$ cat src/rtl/mem_port_arbiter.sv
// Round-robin arbiter sharing one single-ported synchronous memory between the
// fetch (IF) and load/store (D) ports, with one outstanding read and a stall counter.
module mem_port_arbiter #(
    parameter int ADDR_W  = 32,
    parameter int DATA_W  = 32,
    parameter int MEM_AW  = 14,
    parameter int MEM_LAT = 1
) (
    input  logic              clock,
    input  logic              reset,
    input  logic              if_req,
    input  logic [ADDR_W-1:0] if_addr,
    output logic              if_gnt,
    output logic              if_rvalid,
    output logic [DATA_W-1:0] if_rdata,
    input  logic              d_req,
    input  logic              d_we,
    input  logic [ADDR_W-1:0] d_addr,
    input  logic [DATA_W-1:0] d_wdata,
    output logic              d_gnt,
    output logic              d_rvalid,
    output logic [DATA_W-1:0] d_rdata,
    output logic              mem_en,
    output logic              mem_we,
    output logic [MEM_AW-1:0] mem_addr,
    output logic [DATA_W-1:0] mem_wdata,
    input  logic [DATA_W-1:0] mem_rdata,
    output logic [15:0]       stall_cnt
);

    if (MEM_LAT < 1 || MEM_LAT > 4) begin : gBadLatency
        $fatal(1, "mem_port_arbiter: MEM_LAT must be within 1..4");
    end

    typedef enum logic [0:0] {
        IDLE    = 1'b0,
        RD_WAIT = 1'b1
    } arbStateT;

    localparam logic [2:0] LAT_INIT = 3'(MEM_LAT);

    arbStateT          state;
    logic [2:0]        latCnt;
    logic              ownerIsD;
    logic              lastGntIsD;
    logic [15:0]       stallCnt;
    logic [DATA_W-1:0] ifRdataHold;
    logic [DATA_W-1:0] dRdataHold;
    logic              accepting;
    logic              returning;
    logic              grantIf;
    logic              grantD;
    logic              stallNow;
    logic              unusedAddrBits;

    // Accept window: idle, or the return cycle of the outstanding read; reset blanks everything.
    always_comb begin
        accepting = 1'b0;
        returning = 1'b0;
        if (reset) begin
            accepting = 1'b0;
            returning = 1'b0;
        end else begin
            case (state)
                IDLE: begin
                    accepting = 1'b1;
                end
                RD_WAIT: begin
                    returning = (latCnt == 3'd1);
                    accepting = (latCnt == 3'd1);
                end
                default: begin
                    accepting = 1'b0;
                    returning = 1'b0;
                end
            endcase
        end
    end

    // Round-robin grant decode: on contention the port that did not win last time wins.
    always_comb begin
        grantIf = 1'b0;
        grantD  = 1'b0;
        if (accepting) begin
            if (if_req && d_req) begin
                grantD  = ~lastGntIsD;
                grantIf = lastGntIsD;
            end else begin
                grantD  = d_req;
                grantIf = if_req;
            end
        end else begin
            grantIf = 1'b0;
            grantD  = 1'b0;
        end
    end

    // Word index of the granted request; zero when nothing is granted.
    always_comb begin
        mem_addr = {MEM_AW{1'b0}};
        if (grantD) begin
            mem_addr = d_addr[MEM_AW+1:2];
        end else if (grantIf) begin
            mem_addr = if_addr[MEM_AW+1:2];
        end else begin
            mem_addr = {MEM_AW{1'b0}};
        end
    end

    assign if_gnt         = grantIf;
    assign d_gnt          = grantD;
    assign mem_en         = grantIf | grantD;
    assign mem_we         = grantD & d_we;
    assign mem_wdata      = (grantD && d_we) ? d_wdata : {DATA_W{1'b0}};
    assign if_rvalid      = returning & ~ownerIsD;
    assign d_rvalid       = returning & ownerIsD;
    assign if_rdata       = if_rvalid ? mem_rdata : ifRdataHold;
    assign d_rdata        = d_rvalid ? mem_rdata : dRdataHold;
    assign stall_cnt      = stallCnt;
    assign stallNow       = (if_req & ~grantIf) | (d_req & ~grantD);
    assign unusedAddrBits = ^{if_addr, d_addr};

    // Sequencer, priority pointer, returned-data holds and saturating stall counter.
    always_ff @(posedge clock) begin
        if (reset) begin
            state       <= IDLE;
            latCnt      <= 3'd0;
            ownerIsD    <= 1'b0;
            lastGntIsD  <= 1'b0;
            stallCnt    <= 16'd0;
            ifRdataHold <= {DATA_W{1'b0}};
            dRdataHold  <= {DATA_W{1'b0}};
        end else begin
            if (if_rvalid) begin
                ifRdataHold <= mem_rdata;
            end
            if (d_rvalid) begin
                dRdataHold <= mem_rdata;
            end
            if (stallNow && (stallCnt != 16'hFFFF)) begin
                stallCnt <= stallCnt + 16'd1;
            end
            if (grantIf || grantD) begin
                lastGntIsD <= grantD;
            end
            // A read (fetch or load) opens a new latency window; stores complete at once.
            if (grantIf || (grantD && !d_we)) begin
                state    <= RD_WAIT;
                latCnt   <= LAT_INIT;
                ownerIsD <= grantD;
            end else begin
                case (state)
                    RD_WAIT: begin
                        if (latCnt > 3'd1) begin
                            latCnt <= latCnt - 3'd1;
                        end else begin
                            state  <= IDLE;
                            latCnt <= 3'd0;
                        end
                    end
                    IDLE: begin
                        state  <= IDLE;
                        latCnt <= 3'd0;
                    end
                    default: begin
                        state  <= IDLE;
                        latCnt <= 3'd0;
                    end
                endcase
            end
        end
    end

endmodule
$ cat config.mk
export PLATFORM = sky130hd
export DESIGN_NAME = mem_port_arbiter
export DESIGN_NICKNAME = d
export VERILOG_FILES = /design/src/rtl/mem_port_arbiter.sv
export SDC_FILE = /design/constraint.sdc
export NUM_CORES = 1
export LEC_CHECK = 0
export CAP_MARGIN = 40
export CELL_PAD_IN_SITES_DETAIL_PLACEMENT = 1
export CELL_PAD_IN_SITES_GLOBAL_PLACEMENT = 1
export CORE_UTILIZATION = 26
export DETAILED_ROUTE_END_ITERATION = 16
export GPL_TIMING_DRIVEN = 0
export PLACE_DENSITY = 0.83
export SLEW_MARGIN = 0
export SYNTH_ARGS = -nofsm -noshare
export SYNTH_HDL_FRONTEND = slang
export SYNTH_SLANG_ARGS = --single-unit
$ cat constraint.sdc
create_clock -name clock -period 2.5 [get_ports clock]
set_input_delay 0.625 -clock clock [delete_from_list [all_inputs] [get_ports clock]]
set_output_delay 0.625 -clock clock [all_outputs]
set_load 0.005 [all_outputs]
==> flow_metrics.env, run 1 <==
export IMPL_status="complete, but fails checks"
export IMPL_violations="negative setup slack"
export IMPL_path_max_fanout=4
export IMPL_total_power_uw=3790
export IMPL_critPathSlowestCell="dfxtp_2"
export IMPL_clock_skew_ns=0.00557
export IMPL_hold_depth=1
export IMPL_setup_violations=109
export IMPL_die_area_mm2=0.0162
export IMPL_fin_cells=946
export IMPL_p_sw_share_pct=23.2
export IMPL_cts_tree="done"
export IMPL_critPathArrivalTime_ns=2.14
export IMPL_overflow=0
export IMPL_min_to="latCnt[0]"
export IMPL_max_cap_violations=0
export IMPL_maxSlewViolCount=0
export IMPL_drc_errors=0
export IMPL_path_class="flip-flop to output port"
export IMPL_ant_nets=0
export IMPL_place_inst=839
export IMPL_clk_pin_slew_ns=0.06
export IMPL_p_leak_uw=0.00382
export IMPL_antenna_found_initial=0
export IMPL_viasPerCell=4.73
export IMPL_nets=866
export IMPL_diodes=0
export IMPL_die_h_um=127
export IMPL_clk_path_buf_depth=2
export IMPL_r2r_start="stall_cnt[0]"
export IMPL_drive_gt1_share_pct=47.9
export IMPL_slew_limit_headroom_pct=53.7
export IMPL_routedWlPerCell_um=19.9
export IMPL_setup_slack_ns=-0.261
export IMPL_p_seq_share_pct=37.5
export IMPL_power_switching_uw=878
export IMPL_cts_sinks=86
export IMPL_avgSynthCellArea_um2=10.2
export IMPL_post_route_min_period_ns=2.76
export IMPL_grt_pass1_vias=4849
export IMPL_share_comb_of_total_power_pct=20.5
export IMPL_power_internal_uw=2910
export IMPL_end_kind="output port"
export IMPL_synth_seq_area_share_pct=42.2
export IMPL_placementRows=45
export IMPL_reg2regPathDepth=6
export IMPL_io_buffers=227
export IMPL_min_from="latCnt[0]"
export IMPL_reg2reg_to="stall_cnt[1]"
export IMPL_drt_iter0_markers=111
export IMPL_synthFlopType="dfxtp_1"
export IMPL_ys_async_sr_fraction_pct=0
export IMPL_synth_cells=401
export IMPL_path_cells="inv_2 > ha_4 > and4bb_2 > buf_6 > nand2_8 > buf_12 > buf_12 > buf_12 > mux2_4 > buf_6"
export IMPL_hold_violations=0
export IMPL_grt_pass1_wl_um=28000
export IMPL_dpl_cell_area_mm2=0.00662
export IMPL_yosys_warnings=0
export IMPL_fin_crit_sh_pct=110
export IMPL_yosys_top_cells_area="dfxtp_1 (42%), mux2_1 (13%), nor2b_1 (11%)"
export IMPL_syn_to_final_growth_pct=110
export IMPL_power_density_mw_per_mm2=442
export IMPL_max_stage_delay_ns=0.32
export IMPL_hold_buffers=0
export IMPL_crit_family="buffers and inverters"
export IMPL_synth_top_area_share_pct=42.2
export IMPL_num_vias=4474
export IMPL_synth_edf_count=0
export IMPL_ys_seq_elements=86
export IMPL_hpwl_um=11600
export IMPL_gp_congestion=0.810
export IMPL_fmax_mhz=362
export IMPL_dr_pass1_iters=4
export IMPL_synth_top_area_cell="dfxtp_1"
export IMPL_cpMostUsedCell="buf_12"
export IMPL_core_area_mm2=0.0153
export IMPL_chipWidth_um=127
export IMPL_finalWirelength_um=18800
export IMPL_rsz0062_at_grt="yes"
export IMPL_ys_types=45
export IMPL_cts_root_buf="clkbuf_16"
export IMPL_fin_area_mm2=0.00857
export IMPL_rrSetupSlack_ns=0.16
export IMPL_tightest_slew_ns=0.687
export IMPL_cts_htree_levels=3
export IMPL_clkLatencyLatePin_ns=0.34
export IMPL_syn_nets=537
export IMPL_start_util_pct=26.7
export IMPL_syn_area_mm2=0.00408
export IMPL_hp_class="flip-flop to flip-flop"
export IMPL_cp_num_cells=10
export IMPL_grtUsageTotal_pct=22.5
export IMPL_io_pins=265
export IMPL_grt_max_degree=15
export IMPL_ir_drop_uv=348
export IMPL_critPathLaunchType="flip-flop"
export IMPL_cts_buffers=9
export IMPL_path_buf_inv=6
export IMPL_clkPwrFrac_pct=42.0
export IMPL_critPathRequiredTime_ns=1.88
## synth_stat cells (2+ instances only)
| library cell | number |
|---|---|
| a21oi_1 | 13 |
| a22o_1 | 14 |
| and2_1 | 3 |
| and3_1 | 36 |
| buf_2 | 8 |
| buf_6 | 3 |
| clkbuf_1 | 17 |
| dfxtp_1 | 86 |
| ha_1 | 3 |
| inv_1 | 6 |
| mux2_1 | 47 |
| mux2_2 | 20 |
| nand2_1 | 4 |
| nand2b_1 | 2 |
| nand3_1 | 9 |
| nand4_1 | 4 |
| nor2_1 | 6 |
| nor2b_1 | 69 |
| nor3_1 | 2 |
| nor4_1 | 4 |
| o2111ai_1 | 2 |
| o21ai_0 | 5 |
| o31ai_1 | 8 |
| or4_1 | 9 |
## metrics by stage
step / setup TNS [ns] / worst slack, ns / hold WS [ns] / utilization (%)
detailed placement: -89.02 / -1.14 / 0.489 / 43.4
global placement: -84.60 / -1.06 / 0.472 / 43.4
floorplan: 0 / 0.0580 / 0.455 / -
CTS: -19.56 / -0.349 / 0.516 / 54.2
finish: -15.45 / -0.261 / 0.536 / 56.2
global route: -23.30 / -0.331 / 0.560 / 56.2
## how the worst max path moves through the flow
stage | startpoint | to | slack, ns
2_1_floorplan | reset | if_rdata[22] | 0.06
3_3_place_gp | d_req | mem_wdata[31] | -1.06
3_5_place_dp | d_req | mem_wdata[31] | -1.14
4_1_cts | latCnt[1] | if_rdata[20] | -0.35
5_1_grt | latCnt[1] | d_rdata[18] | -0.33
6_report | latCnt[1] | d_rdata[18] | -0.26
## cells in the final DEF, fill, tap and decap left out, types with 2 or more instances in the layout
cell type        netlist  routed
nand3_1                9       9
clkdlybuf4s50_1        0     109
clkbuf_8               0       2
clkbuf_1              17       9
and2_4                 0       2
or4_1                  9       9
inv_1                  6       5
mux2_4                 0      64
buf_8                  0       9
dfxtp_2                0       3
a22o_1                14      13
ha_1                   3       2
nand4_1                4       4
buf_16                 0       3
buf_6                  3     139
nand2_1                4       3
and3_4                 0      24
buf_12                 0      12
bufinv_16              0       3
a21oi_1               13      13
nor2_1                 6       6
and3_1                36      12
clkbuf_16              0      10
clkbuf_2               0       4
o21ai_0                5       5
clkinvlp_4             0       2
buf_2                  8      27
nor3_1                 2       2
buf_4                  1      33
nor4_1                 4       4
o2111ai_1              2       2
o31ai_1                8       8
mux2_1                47       2
dfxtp_1               86      83
nor2b_1               69      69
## power by group through the flow
stage / sequential (µW) / combinational (µW) / clock [µW]
3_5_place_dp: 1440 / 537 / 0
2_1_floorplan: 1440 / 187 / 0
4_1_cts: 1420 / 718 / 1630
3_3_place_gp: 1440 / 522 / 0
5_1_grt: 1420 / 819 / 1690
6_report: 1420 / 776 / 1590
## per-layer routing
layer  track usage, %  share of wire [%]
met5                0                  0
met4             6.23                1.9
met3             5.19                3.8
met2             40.7                 53
met1             26.5                 41
## repair_timing
item / 4_1_cts / 5_1_grt
endpoints found under the setup margin: 116 / 115
cloned: 5 / 0
setup buffers: 70 / 29
pin swaps: 16 / 21
resized for setup: 710 / 73
## worst register-to-register path, cell delays in order, from the launching register on
cell,delay (ns)
dfxtp_1,0.46
ha_1,0.35
nand4_2,0.27
nor4_4,0.57
buf_2,0.33
o21ai_0,0.13
a21oi_1,0.16
## logic make-up after synthesis
kind of cell | share of synthesized area (%)
buf+inv | 4.11
compound gates | 9.97
fa+ha+maj | 0.920
simple gates | 24.1
flops | 42.2
xor+xnor | 0.215
mux | 18.5
## registers in the layout (all words and copies together) (netlist names)
register	count
ifRdataHold	32
state	1
dRdataHold	32
latCnt	3
lastGntIsD	1
ownerIsD	1
stall_cnt	16
## cell type report
type,instances,area [µm²]
clock inverter,5,105
sequential,86,1730
fill,1615,6690
clock buffer,11,253
timing repair buffer,321,3340
buffer,26,248
multi-input combinational,280,2620
inverter,6,22.5
tap,211,264
No activity file was read; power rests on OpenSTA's default activity.
==> run 2: changes to the inputs <==
Settings changed: CORE_UTILIZATION 26 to 28, DONT_BUFFER_PORTS from default to 1, PLACE_DENSITY 0.83 to 0.56.
==> flow_metrics.env, run 2 (synthesized netlist as in run 1, its figures left out) <==
export IMPL_path_max_fanout=10
export IMPL_path_class="input pin to output port"
export IMPL_grtUsageTotal_pct=15.2
export IMPL_violations="negative setup slack"
export IMPL_hp_class="input pin to flip-flop"
export IMPL_hpwl_um=8800
export IMPL_tightest_slew_ns=0.691
export IMPL_maxSlewViolCount=0
export IMPL_dpl_cell_area_mm2=0.00431
export IMPL_status="complete, but fails checks"
export IMPL_power_density_mw_per_mm2=640
export IMPL_placementRows=43
export IMPL_p_leak_uw=0.00210
export IMPL_ant_nets=0
export IMPL_rsz0062_at_grt="yes"
export IMPL_post_route_min_period_ns=2.51
export IMPL_fin_cells=608
export IMPL_finalWirelength_um=12300
export IMPL_fillers=1566
export IMPL_fin_crit_sh_pct=101
export IMPL_fmax_mhz=398
export IMPL_place_inst=581
export IMPL_clk_path_buf_depth=2
export IMPL_holdWs_ns=0.506
export IMPL_multi_input_area_mm2=0.00234
export IMPL_nets=559
export IMPL_start_util_pct=29.1
export IMPL_ir_drop_uv=306
export IMPL_viasPerCell=5.27
export IMPL_overflow=0
export IMPL_critPathRequiredTime_ns=1.88
export IMPL_die_area_mm2=0.0151
export IMPL_path_cells="buf_4 > and4bb_1 > and2_4 > buf_12 > buf_12 > mux2_2"
export IMPL_critPathSlowestCell="mux2_2"
export IMPL_antenna_found_initial=0
export IMPL_grt_max_degree=17
export IMPL_grt_pass1_wl_um=17000
export IMPL_num_vias=3206
export IMPL_cpMostUsedCell="buf_12"
export IMPL_io_pins=265
export IMPL_fin_area_mm2=0.00502
export IMPL_mostFrequentLayoutCells="dfxtp_1 (83), nor2b_1 (69), and3_1 (34), mux2_4 (30), mux2_2 (19)"
export IMPL_cts_root_buf="clkbuf_16"
export IMPL_dr_pass1_iters=4
export IMPL_diodes=0
export IMPL_max_stage_delay_ns=0.36
export IMPL_gp_congestion=0.764
export IMPL_grt_pass1_vias=2998
export IMPL_slew_limit_headroom_pct=53.4
export IMPL_hold_violations=0
export IMPL_area_sequential_mm2=0.00173
export IMPL_syn_to_final_growth_pct=23.1
export IMPL_drive_gt1_share_pct=25.7
export IMPL_drt_iter0_markers=114
export IMPL_total_power_uw=3210
export IMPL_end_kind="output port"
export IMPL_chipWidth_um=123
export IMPL_io_buffers=0
export IMPL_setup_violations=6
export IMPL_clk_pin_slew_ns=0.07
export IMPL_layout_commonest_cell="dfxtp_1"
export IMPL_cts_sinks=86
export IMPL_drc_errors=0
export IMPL_setup_slack_ns=-0.0134
export IMPL_core_area_mm2=0.0140
export IMPL_setup_tns_ns=-0.0495
export IMPL_critPathLaunchType="input pin"
export IMPL_clock_skew_ns=0.00949
export IMPL_cts_tree="done"
export IMPL_cts_htree_levels=3
export IMPL_clkLatencyLatePin_ns=0.35
export IMPL_critPathArrivalTime_ns=1.89
export IMPL_routedWlPerCell_um=20.2
export IMPL_cts_buffers=9
export IMPL_max_cap_violations=0
export IMPL_die_h_um=123
[run 2: cell count changes in the layout (fill, tap and decap cells not counted), moves of 18 or more]
cell,delta
clkdlybuf4s50_1,-109
mux2_2,+18
buf_6,-133
and3_4,-23
mux2_4,-34
buf_2,-23
buf_4,-24
and3_1,+22
[run 2: per-layer routing]
layer  part of all wire (%)  wire, µm  vias to the layer above  track usage [%]
met3                    8.6      1050                        9             6.13
met2                     45      5470                      111             22.1
met1                     46      5610                     1600             20.4
met4                    1.1       134                        0             4.65
li1                       -         -                     1486                -
met5                      0         0                        -                0
[run 2: per-stage QoR]
step	util, %	worst slack [ns]
after floorplan	-	0.0580
after CTS	34.7	-0.0646
final	35.8	-0.0134
after detailed placement	30.7	-0.178
after global routing	35.8	-0.0598
after global placement	30.7	-0.161
[run 2: power by group]
part           leakage (µW)  internal, µW  switching (µW)
clock              0.000157           888             595
combinational       0.00124           145             169
sequential         0.000695          1390            23.9
[run 2: what timing repair did]
action                                  in CTS  in global routing
setup buffers                                7                  1
endpoints found under the setup margin     111                 80
pin swaps                                    3                  1
resized for setup                           73                 32
hold buffers                                 0                  0
cloned                                       1                  2
[run 2: final cells by class]
| class | count | share of cell area, % |
|---|---|---|
| buffer | 29 | 4.68 |
| inverter | 6 | 0.448 |
| clock inverter | 7 | 2.04 |
| tap | 180 | 4.48 |
| sequential | 86 | 34.3 |
| clock buffer | 9 | 4.48 |
| multi-input combinational | 280 | 46.6 |
| timing repair buffer | 11 | 2.89 |
[run 2: worst paths after layout]
| check | to | startpoint | cells past startpoint | slack [ns] |
|---|---|---|---|---|
| setup / recovery | if_rdata[12] | reset | 6 | -0.01 |
| hold / removal | state | d_we | 3 | 0.51 |
| setup reg to reg | stall_cnt[1] | stall_cnt[1] | 6 | 0.17 |
| hold reg to reg | lastGntIsD | lastGntIsD | 2 | 0.51 |
[run 2: critical path, delay by kind of cell]
family	cells	cell delay [ns]
multiplexers	1	0.36
AND/OR/NAND/NOR	2	0.46
buffers and inverters	3	0.43
